==> src/rtl/vga_timing.sv <==
// VGA raster timing generator.
//
// Counts pixel columns and lines at the pixel-strobe rate and produces sync,
// blanking and start-of-line / start-of-frame markers. Horizontal and vertical
// phases are tracked by two small FSMs. All registered outputs are computed from
// the next counter values, so they change in the same cycle as hcount/vcount.
//
// Ports:
//   clk         master clock
//   clr         synchronous active-high reset (has priority over pix_en)
//   pix_en      pixel-rate strobe; state advances only when it is 1
//   hcount      current pixel column, 0..H_TOTAL-1
//   vcount      current line, 0..V_TOTAL-1
//   hsync       horizontal sync, level SYNC_POL while in the sync phase
//   vsync       vertical sync, level SYNC_POL while in the sync phase
//   video_on    high inside the visible area
//   line_start  one-cycle pulse after hcount advances to 0
//   frame_start one-cycle pulse after hcount and vcount both advance to 0
//   frame_cnt   completed-frame counter (mod 256)
//
// Build option: define VGA_TIMING_FRAME_CNT_EN to enable the frame counter;
// without it frame_cnt is tied to 0.

module vga_timing #(
  parameter int unsigned H_ACTIVE = 640,
  parameter int unsigned H_FP     = 16,
  parameter int unsigned H_SYNC   = 96,
  parameter int unsigned H_BP     = 48,
  parameter int unsigned V_ACTIVE = 480,
  parameter int unsigned V_FP     = 10,
  parameter int unsigned V_SYNC   = 2,
  parameter int unsigned V_BP     = 33,
  parameter bit          SYNC_POL = 1'b0
) (
  input  logic       clk,
  input  logic       clr,
  input  logic       pix_en,
  output logic [9:0] hcount,
  output logic [9:0] vcount,
  output logic       hsync,
  output logic       vsync,
  output logic       video_on,
  output logic       line_start,
  output logic       frame_start,
  output logic [7:0] frame_cnt
);

  localparam int unsigned H_TOTAL = H_ACTIVE + H_FP + H_SYNC + H_BP;
  localparam int unsigned V_TOTAL = V_ACTIVE + V_FP + V_SYNC + V_BP;

  localparam logic [9:0] H_LAST      = 10'(H_TOTAL - 1);
  localparam logic [9:0] H_FPO_START = 10'(H_ACTIVE);
  localparam logic [9:0] H_SYN_START = 10'(H_ACTIVE + H_FP);
  localparam logic [9:0] H_BPO_START = 10'(H_ACTIVE + H_FP + H_SYNC);

  localparam logic [9:0] V_LAST      = 10'(V_TOTAL - 1);
  localparam logic [9:0] V_FPO_START = 10'(V_ACTIVE);
  localparam logic [9:0] V_SYN_START = 10'(V_ACTIVE + V_FP);
  localparam logic [9:0] V_BPO_START = 10'(V_ACTIVE + V_FP + V_SYNC);

  typedef enum logic [1:0] {H_ACT, H_FPO, H_SYN, H_BPO} h_state_e;
  typedef enum logic [1:0] {V_ACT, V_FPO, V_SYN, V_BPO} v_state_e;

  h_state_e   h_state_q, h_state_d;
  v_state_e   v_state_q, v_state_d;
  logic [9:0] h_next, v_next;
  logic       h_wrap, v_wrap;

  // Next counter values and the phase they fall into.
  always_comb begin
    h_wrap = (hcount == H_LAST);
    v_wrap = (vcount == V_LAST);
    h_next = h_wrap ? 10'd0 : hcount + 10'd1;
    v_next = vcount;
    if (h_wrap) begin
      v_next = v_wrap ? 10'd0 : vcount + 10'd1;
    end

    h_state_d = h_state_q;
    unique case (h_state_q)
      H_ACT:   if (h_next == H_FPO_START) h_state_d = H_FPO;
      H_FPO:   if (h_next == H_SYN_START) h_state_d = H_SYN;
      H_SYN:   if (h_next == H_BPO_START) h_state_d = H_BPO;
      H_BPO:   if (h_next == 10'd0)       h_state_d = H_ACT;
      default: h_state_d = H_ACT;
    endcase

    // The vertical phase only moves on the last pixel of a line.
    v_state_d = v_state_q;
    if (h_wrap) begin
      unique case (v_state_q)
        V_ACT:   if (v_next == V_FPO_START) v_state_d = V_FPO;
        V_FPO:   if (v_next == V_SYN_START) v_state_d = V_SYN;
        V_SYN:   if (v_next == V_BPO_START) v_state_d = V_BPO;
        V_BPO:   if (v_next == 10'd0)       v_state_d = V_ACT;
        default: v_state_d = V_ACT;
      endcase
    end
  end

  always_ff @(posedge clk) begin
    if (clr) begin
      hcount      <= 10'd0;
      vcount      <= 10'd0;
      h_state_q   <= H_ACT;
      v_state_q   <= V_ACT;
      hsync       <= ~SYNC_POL;
      vsync       <= ~SYNC_POL;
      video_on    <= 1'b1;
      line_start  <= 1'b0;
      frame_start <= 1'b0;
    end else begin
      // Pulses last one clk cycle even though pix_en is slower than clk.
      line_start  <= 1'b0;
      frame_start <= 1'b0;
      if (pix_en) begin
        hcount      <= h_next;
        vcount      <= v_next;
        h_state_q   <= h_state_d;
        v_state_q   <= v_state_d;
        hsync       <= (h_state_d == H_SYN) ? SYNC_POL : ~SYNC_POL;
        vsync       <= (v_state_d == V_SYN) ? SYNC_POL : ~SYNC_POL;
        video_on    <= (h_state_d == H_ACT) && (v_state_d == V_ACT);
        line_start  <= h_wrap;
        frame_start <= h_wrap && v_wrap;
      end
    end
  end

`ifdef VGA_TIMING_FRAME_CNT_EN
  logic [7:0] frame_cnt_q;

  // Steps on the same edge that raises frame_start.
  always_ff @(posedge clk) begin
    if (clr) begin
      frame_cnt_q <= 8'd0;
    end else if (pix_en && h_wrap && v_wrap) begin
      frame_cnt_q <= frame_cnt_q + 8'd1;
    end
  end

  assign frame_cnt = frame_cnt_q;
`else
  assign frame_cnt = 8'd0;
`endif

endmodule

==> config.mk <==
export PLATFORM = sky130hd
export DESIGN_NAME = vga_timing
export DESIGN_NICKNAME = d
export VERILOG_FILES = /design/src/rtl/vga_timing.sv
export SDC_FILE = /design/constraint.sdc
export NUM_CORES = 1
export LEC_CHECK = 0
export BUFFER_PORTS_ARGS = -buffer_cell sky130_fd_sc_hd__buf_2
export CORE_ASPECT_RATIO = 1.75
export CORE_UTILIZATION = 30
export DETAILED_ROUTE_END_ITERATION = 6
export MAX_ROUTING_LAYER = met4
export PLACE_DENSITY = 0.6
export SETUP_SLACK_MARGIN = 0.1
export SLEW_MARGIN = 20
export SYNTH_ARGS = -nofsm -noshare
export SYNTH_HDL_FRONTEND = slang
export SYNTH_SLANG_ARGS = --single-unit
==> constraint.sdc <==
create_clock -name clk -period 2.9 [get_ports clk]
set_input_delay 0.145 -clock clk [delete_from_list [all_inputs] [get_ports clk]]
set_output_delay 0.145 -clock clk [all_outputs]
set_load 0.02 [all_outputs]
==> flow_summary.toml <==
[grt]
grt_max_degree = 29
grt_overflow = 0
grt_antenna_before_repair = 0
grt_pass1_wl_mm = 10.2
grt_pass1_vias = 2141
grt_usage_pct = 18.1

[layout]
nets = 320
finalCoreUtilization_pct = 37.3
drive_gt1_share_pct = 26.4
fillers = 762
antenna_cells = 0
syn_to_final_growth_pct = 20.9
design_area_mm2 = 0.00266

[timing]
worstMarginPinSlew_ns = 0.541
max_freq_mhz = 371
skew_ns = 0.00410
fin_crit_ns = 2.69
setup_viol = 0
relSlewSlack_pct = 63.9
fin_crit_sh_pct = 92.9
hold_viol = 0
finalSetupTns_ns = 0
drv_slew = 0
rsz0062_at_grt = "true"

[clocking]
root_buffer = "clkbuf_16"
clk_pin_slew_worst_paths_ns = 0.05
cts_tree = "yes"
postCtsSetupBuffers = 0
numCtsBuffers = 5
h-tree-depth = 2
insertion_delay_ns = 0.27
cts_hold_repair.buffers = 0
cts.sinks = 29
cts_buffer_depth = 2

[drt]
met3_length_um = 245
wl_per_cell_um = 16.1
dr_total_vias = 2204
wirelength_mm = 6.43
antenna_left = 0
wl_met1_mm = 2.35
drc = 0
vias_per_cell = 5.51
drtPass1Iterations = 4
drt_iter0_markers = 157
routed.top_layer = "met4"
wl_met2_mm = 3.56

[worst_setup_path]
regToRegSetupSlack_ns = 0.21
crit_path_max_fanout = 7
cp_cell_sequence = "buf_4 > and2_1 > nand4_1 > a221oi_1 > nand4_1 > a2111o_1 > o211a_2 > a2111oi_4 > a31oi_1"
crit_required_ns = 3.04
cpPeakStageDelay_ns = 0.42
endpoint_kind = "flop"
worstSetupPathType = "reg -> reg"
worstSetupStartpointType = "flop"
critical_path_arrival_ns = 2.83
cp_top_family = "compound AO/OA/AOI/OAI gates"
critPathSlowestCell = "a2111o_1"
cpMostUsedCell = "nand4_1"
critPathBufInv = 1

[synthesis]
synth-seq-cells = 29
synth-edff-count = 0
synth_top_area_cell = "dfxtp_1"
yosys_warnings = 0
syn_avg_cell_area_um2 = 7.94
ys.flop_type = "dfxtp_1"
synth_cell_type_count = 60
synth_top_area_share_pct = 26.4
synthArstFlopShare_pct = 0
synthCells = 277
ys_seq_area_share_pct = 26.4
synth_area_mm2 = 0.00220
synth.area.top_cells = "dfxtp_1, nor2_1, buf_4, nand2_1, xnor2_1"
synth_common_cells = "dfxtp_1, nor2_1, nand2_1"

[floorplan]
ioPinCount = 36
start_util_pct = 30.8
fp-row-count = 41
fp.dieH_um = 115
die_width_um = 66.7
core_mm2 = 0.00713
dieArea_mm2 = 0.00769

[power]
power.leakage_nw = 1.01
finalPower_w = 0.00100
power_density_mw_per_mm2 = 376
vdd_drop_max_mv = 0.271

[min_path]
min_path_type = "in -> reg"

[place]
dp_hpwl_mm = 4.84
place_congestion = 0.959
io_buffer_count = 27
postPlaceCellArea_mm2 = 0.00248

[outcome]
outcome = "complete, no violations"

[job]
maxCapViolations = 0
==> layer usage <==
metal / vias up / GRT usage [%]
li1: 1074 / -
met1: 1040 / 17.4
met2: 67 / 33.3
met3: 23 / 2.48
met4: 0 / 9.79
met5: - / -
==> cell families after synthesis <==
group,share of synthesized area (%)
simple gates,30.2
compound gates,23.5
buf+inv,10.6
flops,26.4
xor+xnor,5.58
mux,1.82
fa+ha+maj,1.71
other cells,0.171
==> final cells by class <==
type                            count  area, um^2  area share, %
Timing Repair Buffer               54         342           12.8
Tap cell                           86         108           4.05
Inverter                           12        45.0           1.69
Sequential cell                    29         583           21.9
Clock buffer                        7         143           5.36
Multi-Input combinational cell    212        1440           54.1
==> sequential cells by signal (all words and copies together), names as in the netlist <==
name         flops
hcount          10
vcount          10
h_state_q        2
v_state_q        2
frame_start      1
hsync            1
line_start       1
video_on         1
vsync            1
==> repair_timing <==
item	in CTS	in global routing
pin swaps	0	1
endpoints found under the setup margin	2	6
resized for setup	3	9
hold endpoints to repair	0	0
==> cell usage in the layout (no fill, tap or decap), drive strengths merged, types with 2 or more instances in the layout <==
cell / count
buf: 54
nor2: 29
dfxtp: 29
nand2: 22
nand3: 15
nor3: 12
a21oi: 12
inv: 11
a31oi: 9
xnor2: 8
conb: 8
o21ai: 8
or3: 7
nand4: 7
clkbuf: 7
xor2: 6
and2: 5
a211oi: 5
nor4: 5
o31ai: 5
mux2i: 4
a211o: 3
o211ai: 3
nand2b: 3
and3: 3
ha: 3
a41oi: 2
a2111o: 2
o221ai: 2
a221o: 2
a221oi: 2
a2111oi: 2
o211a: 2
==> power by group <==
part / total, W / internal, W / switching (W)
Clock: 0.000515 / 0.000336 / 0.000178
Combinational: 0.0000744 / 0.0000240 / 0.0000504
Sequential: 0.000412 / 0.000406 / 0.00000633
Total: 0.00100 / 0.000766 / 0.000235
==> stage by stage <==
| stage | hold WS (ns) | cells | setup slack, ns |
|---|---|---|---|
| 2_1_floorplan | 0.405 | 284 | 0.109 |
| 3_3_place_gp | 0.493 | 393 | 0.124 |
| 3_5_place_dp | 0.490 | 393 | 0.0845 |
| 4_1_cts | 0.354 | 400 | 0.110 |
| 5_1_grt | 0.378 | 400 | 0.0774 |
| 6_report | 0.336 | 400 | 0.207 |
==> worst paths after layout <==
check	from	end	depth (start not counted)
max	vcount[3]	vsync	9
min	clr	vcount[7]	2
max reg2reg	vcount[3]	vsync	9
min reg2reg	vcount[1]	vcount[1]	2
==> worst register-to-register path: stages (launching register included) <==
cell       delay, ns
dfxtp_1         0.41
buf_4           0.20
and2_1          0.24
nand4_1         0.18
a221oi_1        0.38
nand4_1         0.15
a2111o_1        0.42
o211a_2         0.16
a2111oi_4       0.27
a31oi_1         0.14
Power figures use the tool's default switching activity.
